<file path="config.mk">
export PLATFORM = sky130hd
export DESIGN_NAME = fsub_seq_flat
export DESIGN_NICKNAME = d
export VERILOG_FILES = /design/src/rtl/fsub_seq_if.sv /design/src/rtl/fsub_seq.sv /design/src/flat_wrapper.sv
export SDC_FILE = /design/constraint.sdc
export NUM_CORES = 1
export LEC_CHECK = 0
export CORE_ASPECT_RATIO = 1.75
export CORE_MARGIN = 5
export CORE_UTILIZATION = 54
export CTS_CLUSTER_SIZE = 8
export DETAILED_ROUTE_END_ITERATION = 6
export GPL_TIMING_DRIVEN = 0
export PLACE_DENSITY = 0.74
export SLEW_MARGIN = 30
export SYNTH_ARGS = -nofsm -noshare
export SYNTH_HDL_FRONTEND = slang
export SYNTH_SLANG_ARGS = --single-unit
</file>
<file path="constraint.sdc">
create_clock -name clk -period 3.17 [get_ports clk]
set_clock_uncertainty 0.2 [all_clocks]
set_input_delay 0.7925 -clock clk [delete_from_list [all_inputs] [get_ports clk]]
set_output_delay 0.7925 -clock clk [all_outputs]
set_load 0.05 [all_outputs]
</file>
<file path="src/rtl/fsub_seq_if.sv">
// fsub_seq_if: operand/result handshake bundle for fsub_seq; op exists only under FSUB_ADD_MODE_EN
interface fsub_seq_if #(parameter int BITS = 16);
    logic in_valid, in_ready, out_valid, out_ready, busy;
    logic [BITS-1:0] a, b, result;
`ifdef FSUB_ADD_MODE_EN
    logic op;
`endif
    modport master(
`ifdef FSUB_ADD_MODE_EN
        output op,
`endif
        output in_valid, a, b, out_ready,
        input in_ready, out_valid, result, busy
    );
    modport slave(
`ifdef FSUB_ADD_MODE_EN
        input op,
`endif
        input in_valid, a, b, out_ready,
        output in_ready, out_valid, result, busy
    );
endinterface

</file>
<file path="src/rtl/fsub_seq.sv">
// fsub_seq: multi-cycle binary16 a - b with bit-serial align/normalize; FSUB_ADD_MODE_EN adds op (1 = a + b)
module fsub_seq #(parameter int BITS = 16) (
    input logic clk,
    input logic rst,
    fsub_seq_if.slave bus
);
    typedef enum logic [2:0] {IDLE, ALIGN, ADD, NORM, ROUND, DONE} state_t;
    state_t state;
    logic s, eff_add, zero, ov;
    logic [5:0] e;
    logic [13:0] mx, my;
    logic [14:0] m;
    logic [3:0] d;
    logic [BITS-1:0] res;
    logic add_op;
    logic [4:0] ea, eb, ex, ey, ediff;
    logic [9:0] fa, fb, fx, fy;
    logic sa, sb, a_big, nan_in, inf_a, inf_b, special, inc;
    logic [15:0] spec_res;
    logic [14:0] sum;
    logic [11:0] rnd;
    logic [5:0] e_rnd;
    logic [9:0] f_rnd;
`ifdef FSUB_ADD_MODE_EN
    assign add_op = bus.op;
`else
    assign add_op = 1'b0;
`endif
    assign bus.in_ready = (state == IDLE) && !rst;
    assign bus.busy = state != IDLE;
    assign bus.out_valid = ov;
    assign bus.result = res;
    always_comb begin
        ea = bus.a[14:10];
        eb = bus.b[14:10];
        fa = (ea == 5'd0) ? 10'd0 : bus.a[9:0];
        fb = (eb == 5'd0) ? 10'd0 : bus.b[9:0];
        sa = bus.a[15];
        sb = bus.b[15] ^ ~add_op;
        a_big = {ea, fa} >= {eb, fb};
        ex = a_big ? ea : eb;
        ey = a_big ? eb : ea;
        fx = a_big ? fa : fb;
        fy = a_big ? fb : fa;
        ediff = ex - ey;
        nan_in = (&ea & |bus.a[9:0]) | (&eb & |bus.b[9:0]);
        inf_a = &ea & ~|bus.a[9:0];
        inf_b = &eb & ~|bus.b[9:0];
        special = nan_in | inf_a | inf_b;
        spec_res = (nan_in | (inf_a & inf_b & (sa != sb))) ? 16'h7E00 :
                   inf_a ? {sa, 15'h7C00} : {sb, 15'h7C00};
        sum = eff_add ? {1'b0, mx} + {1'b0, my} : {1'b0, mx} - {1'b0, my};
        // m[13]=hidden, m[12:3]=fraction, m[2]=G, m[1]=R, m[0]=S
        inc = m[2] & (m[1] | m[0] | m[3]);
        rnd = {1'b0, m[13:3]} + {11'd0, inc};
        e_rnd = e + {5'd0, rnd[11]};
        f_rnd = rnd[11] ? rnd[10:1] : rnd[9:0];
    end
    always_ff @(posedge clk or posedge rst) begin
        if (rst) begin
            state <= IDLE;
            ov <= 1'b0;
            res <= '0;
            s <= 1'b0;
            eff_add <= 1'b0;
            zero <= 1'b0;
            e <= '0;
            mx <= '0;
            my <= '0;
            m <= '0;
            d <= '0;
        end else begin
            case (state)
                IDLE: if (bus.in_valid) begin
                    if (special) begin
                        res <= spec_res;
                        ov <= 1'b1;
                        state <= DONE;
                    end else begin
                        s <= a_big ? sa : sb;
                        eff_add <= sa == sb;
                        zero <= 1'b0;
                        e <= {1'b0, ex};
                        mx <= {ex != 5'd0, fx, 3'b0};
                        my <= (ediff > 5'd13) ? {13'd0, ey != 5'd0} : {ey != 5'd0, fy, 3'b0};
                        d <= ediff[3:0];
                        state <= (ediff == 5'd0 || ediff > 5'd13) ? ADD : ALIGN;
                    end
                end
                ALIGN: begin
                    my <= {1'b0, my[13:2], my[1] | my[0]};
                    d <= d - 4'd1;
                    if (d == 4'd1) state <= ADD;
                end
                ADD: begin
                    m <= sum;
                    if (sum == 15'd0) begin
                        zero <= 1'b1;
                        s <= 1'b0;
                    end
                    state <= (sum != 15'd0 && (sum[14] || !sum[13])) ? NORM : ROUND;
                end
                NORM: begin
                    if (m[14]) begin
                        m <= {1'b0, m[14:2], m[1] | m[0]};
                        e <= e + 6'd1;
                        state <= ROUND;
                    end else if (e == 6'd1) begin
                        zero <= 1'b1;
                        state <= ROUND;
                    end else begin
                        m <= {m[13:0], 1'b0};
                        e <= e - 6'd1;
                        if (m[12]) state <= ROUND;
                    end
                end
                ROUND: begin
                    res <= zero ? {s, 15'd0} : (e_rnd >= 6'd31) ? {s, 15'h7C00} : {s, e_rnd[4:0], f_rnd};
                    ov <= 1'b1;
                    state <= DONE;
                end
                DONE: if (bus.out_ready) begin
                    ov <= 1'b0;
                    state <= IDLE;
                end
                default: state <= IDLE;
            endcase
        end
    end
endmodule

</file>
<file path="src/flat_wrapper.sv">
// flat-port wrapper written by rule: the top's interface ports become plain ports
module fsub_seq_flat 
#(parameter int BITS = 16)
  (clk, rst, bus_in_valid, bus_a, bus_b, bus_out_ready, bus_in_ready, bus_out_valid, bus_result, bus_busy);
  fsub_seq_if #(.BITS(BITS)) bus_i ();
  input logic clk;
  input logic rst;
  input wire logic [$bits(bus_i.in_valid)-1:0] bus_in_valid;
  input wire logic [$bits(bus_i.a)-1:0] bus_a;
  input wire logic [$bits(bus_i.b)-1:0] bus_b;
  input wire logic [$bits(bus_i.out_ready)-1:0] bus_out_ready;
  output wire logic [$bits(bus_i.in_ready)-1:0] bus_in_ready;
  output wire logic [$bits(bus_i.out_valid)-1:0] bus_out_valid;
  output wire logic [$bits(bus_i.result)-1:0] bus_result;
  output wire logic [$bits(bus_i.busy)-1:0] bus_busy;
  assign bus_i.in_valid = bus_in_valid;
  assign bus_i.a = bus_a;
  assign bus_i.b = bus_b;
  assign bus_i.out_ready = bus_out_ready;
  assign bus_in_ready = bus_i.in_ready;
  assign bus_out_valid = bus_i.out_valid;
  assign bus_result = bus_i.result;
  assign bus_busy = bus_i.busy;
  fsub_seq #(.BITS(BITS)) u_core (.clk(clk), .rst(rst), .bus(bus_i));
endmodule
</file>
==> impl_metrics.csv <==
group,metric,value,unit
grt,gr-usage-all-layers,28.6,%
timing,post-route-period-util,146,%
final_layout,num_antenna_cells,0,
timing,finalWorstSetupSlack,-1.47,ns
clock_tree,clockRootBuffer,"clkbuf_16",
placement,dp_cells,993,
synth,ys_types,79,
final_layout,nets,994,
floorplan,die_height,153,um
job,maxCapViolCount,0,
power,ir_drop,0.000689,V
critical_path,slowest_delay,0.41,ns
drt,wire_per_inst,20.0,um
grt,antenna_found_initial,0,
power,p_leak,3.62,nW
clock_tree,hold_buffers,0,
drt,drc,0,
timing,tightest_slew,0.916,ns
placement,globalplace.congestion,0.963,
final_layout,stdcell_count,1050,
synth,yosysSeqAreaShare,29.1,%
clock_tree,cts_tree,"done",
timing,setup_violations,35,
final_layout,drive_gt1_share,23.7,%
critical_path,worstSetupPathType,"in2reg",
final_layout,area_growth,35.9,%
timing,rsz0062_at_grt,"yes",
synth,synth_warnings,0,
clock_tree,cts.sinks,73,
critical_path,crit_slowest_cell,"o41ai_4",
synth,yosysTopAreaCell,"dfrtp_1",
timing,maxSlewHeadroom,38.3,%
critical_path,critical_path_required,3.19,ns
critical_path,cp_top_family,"buffers and inverters",
floorplan,core_area,0.0115,mm2
synth,synth_flop_cell,"dfrtp_1",
drt,wirelength,20.9,mm
clock_tree,clk_latency,0.34,ns
critical_path,crit_top_cell,"buf_8",
power,p_per_area,1000,mW/mm2
clock_tree,path_clk_slew,0.05,ns
synth,syn_nets,887,
floorplan,fp.dieW,91.5,um
critical_path,setup.worst_path.end_class,"register",
synth,syn_avg_cell_area,7.81,um2
drt,first_pass_iters,7,
power,comb_power_share,66.4,%
floorplan,ios,55,
placement,dp_hpwl,15.3,mm
synth,ys_seq_elements,73,
synth,syn_inst,803,
power,p_int,4.39,mW
worst_hold_path,hold_class,"reg2reg",
timing,finalMaxSlewViolations,0,
synth,synth_top_area_share,29.1,%
synth,ys_async_sr_fraction,100,%
critical_path,crit_fanout,7,
timing,max_freq,216,MHz
synth,synth_area,0.00627,mm2
power,p_clk_share,12.5,%
status,status,"finished with violations",
critical_path,cp.arrival,4.66,ns
clock_tree,cts_max_level,3,
placement,numPortBuffers,54,
floorplan,die_area,0.0140,mm2
grt,overflow,0,
clock_tree,numCtsBuffers,9,
floorplan,row_count,52,
drt,routed_via_density,6.37,
power,swShare,48.7,%
critical_path,start_kind,"primary input",
synth,synth-edff-count,0,
grt,grt_first_pass_wirelength,32.5,mm
grt,grt_max_degree,46,
critical_path,worst-path-buf-inv,10,
drt,drt_iter0_drc,360,
power,switchingPower,4.17,mW
timing,fin_crit,4.64,ns
clock_tree,cts.path.max_buffers,2,
drt,ant_nets,0,
floorplan,initial_utilization,54.8,%
final_layout,final_util,74.4,%
power,pwr-share-seq,21.2,%
status,violations,"negative setup slack",
synth,synth_area_leaders,"dfrtp_1, ha_1, o21ai_0",
drt,vias,6690,
timing,hold_viol,0,
grt,grt_pass1_vias,6819,
## what timing repair did
| item | 4_1_cts | 5_1_grt |
|---|---|---|
| pin swaps | 36 | 24 |
| cloned | 2 | 0 |
| setup buffers | 32 | 14 |
| endpoints found under the setup margin | 49 | 50 |
| gates resized for setup | 160 | 67 |
## metal layers
| layer | share of wire (%) | GRT usage [%] |
|---|---|---|
| met1 | 35 | 27.8 |
| met2 | 55 | 54.1 |
| met3 | 3.9 | 2.92 |
| met4 | 6.9 | 19.9 |
| met5 | 0 | 0 |
## flip-flops by register name, indices dropped and copies added (netlist names)
register	count
u_core.bus.out_valid	1
u_core.bus.result	16
u_core.d	4
u_core.e	6
u_core.eff_add	1
u_core.m	15
u_core.mx	11
u_core.my	14
u_core.s	1
u_core.state	3
u_core.zero	1
## tightest hold or removal path, delay by kind of cell, from the launching register on
kind             cells  cell delay [ns]
flip-flops           1             0.34
AO/OA/AOI/OAI        1             0.06
AND/OR/NAND/NOR      1             0.04
## cells by family (layout without fill, tap and decap cells)
group           after synthesis  in the layout  share of synthesized area (%)
flops                        73             73                           29.1
mux                           9              9                           1.46
xor+xnor                     23             23                           3.45
simple gates                292            292                           22.5
fa+ha+maj                    48             48                           9.70
buf+inv                      99            211                           6.09
compound gates              259            259                           27.7
## per-stage QoR
stage          power, mW  hold WS (ns)  setup TNS [ns]  worst slack, ns  area, um2
5_1_grt             9.15         0.315          -31.85            -1.63       8520
3_5_place_dp        6.48         0.269          -74.35            -2.88       7120
3_3_place_gp        6.34         0.263         -135.54            -2.85       7090
4_1_cts             8.01         0.281          -25.36            -1.40       8150
2_1_floorplan       5.21         0.276          -24.00            -1.41       6380
6_report            8.56         0.275          -26.98            -1.47       8520
## layout by cell type (no fill, tap or decap), drive strengths merged, types with 5 or more instances in the layout
cell type      synthesis  layout
nand2                 96      96
o21ai                 86      86
dfrtp                 73      73
nor2                  73      73
buf                   10      61
a21oi                 57      57
inv                   52      52
clkbuf                36      48
ha                    47      47
clkdlybuf4s50          0      42
nand3                 26      26
and3                  26      26
a221o                 19      19
nor3                  15      15
xnor2                 15      15
a211oi                13      13
nor4                  12      12
o31ai                 11      11
xor2                   8       8
nor2b                  8       8
a22o                   8       8
mux2i                  8       8
a31oi                  8       8
o211ai                 7       7
a21o                   7       7
nand2b                 6       6
a221oi                 6       6
nand4                  5       5
and2                   5       5
## cell usage after synthesis, types with 3 or more instances
cell / n
nand2_1: 96
nand3_1: 26
xnor2_1: 13
a221o_1: 19
a21oi_1: 55
nor2b_1: 8
o211ai_1: 7
xor2_1: 8
mux2i_1: 8
and3_1: 26
buf_2: 8
nand4_1: 5
o31ai_1: 11
nor4_1: 10
a221oi_1: 6
a22o_1: 7
a211o_1: 3
o22a_1: 3
a22oi_1: 3
nor4b_1: 3
o21ai_1: 6
nand2b_1: 6
o21ai_0: 80
a31oi_1: 7
a21o_1: 6
inv_1: 50
nand3b_1: 4
and2_1: 4
clkbuf_1: 36
nor3_1: 15
a211oi_1: 13
o22ai_1: 3
dfrtp_1: 73
ha_1: 47
nor2_1: 73
## layout make-up
cell class | count | area (um2)
Multi-Input combinational cell | 631 | 4750
Fill cell | 844 | 2930
Inverter | 53 | 210
Buffer | 40 | 278
Tap cell | 135 | 169
Timing Repair Buffer | 102 | 975
Clock buffer | 14 | 274
Sequential cell | 73 | 1830
Clock inverter | 2 | 35.0
## power groups by stage
| stage | Clock [mW] | Sequential [mW] | Combinational [mW] |
|---|---|---|---|
| 3_5_place_dp | 0 | 1.76 | 4.72 |
| 5_1_grt | 1.12 | 1.87 | 6.17 |
| 2_1_floorplan | 0 | 1.96 | 3.24 |
| 6_report | 1.07 | 1.81 | 5.68 |
| 4_1_cts | 1.07 | 1.76 | 5.19 |
| 3_3_place_gp | 0 | 1.74 | 4.60 |
## final timing paths
kind	from	endpoint	slack (ns)	cells past startpoint
max	bus_a[10]	u_core.my[7]	-1.47	25
min	u_core.bus.result[0]	u_core.bus.result[0]	0.27	2
max reg2reg	u_core.my[8]	u_core.state[0]	-0.15	11
min reg2reg	u_core.bus.result[0]	u_core.bus.result[0]	0.27	2
max in group asynchronous	rst	u_core.m[2]	1.58	3
min in group asynchronous	rst	u_core.d[2]	0.62	2
Note: power is estimated with default switching activity, not from simulation.
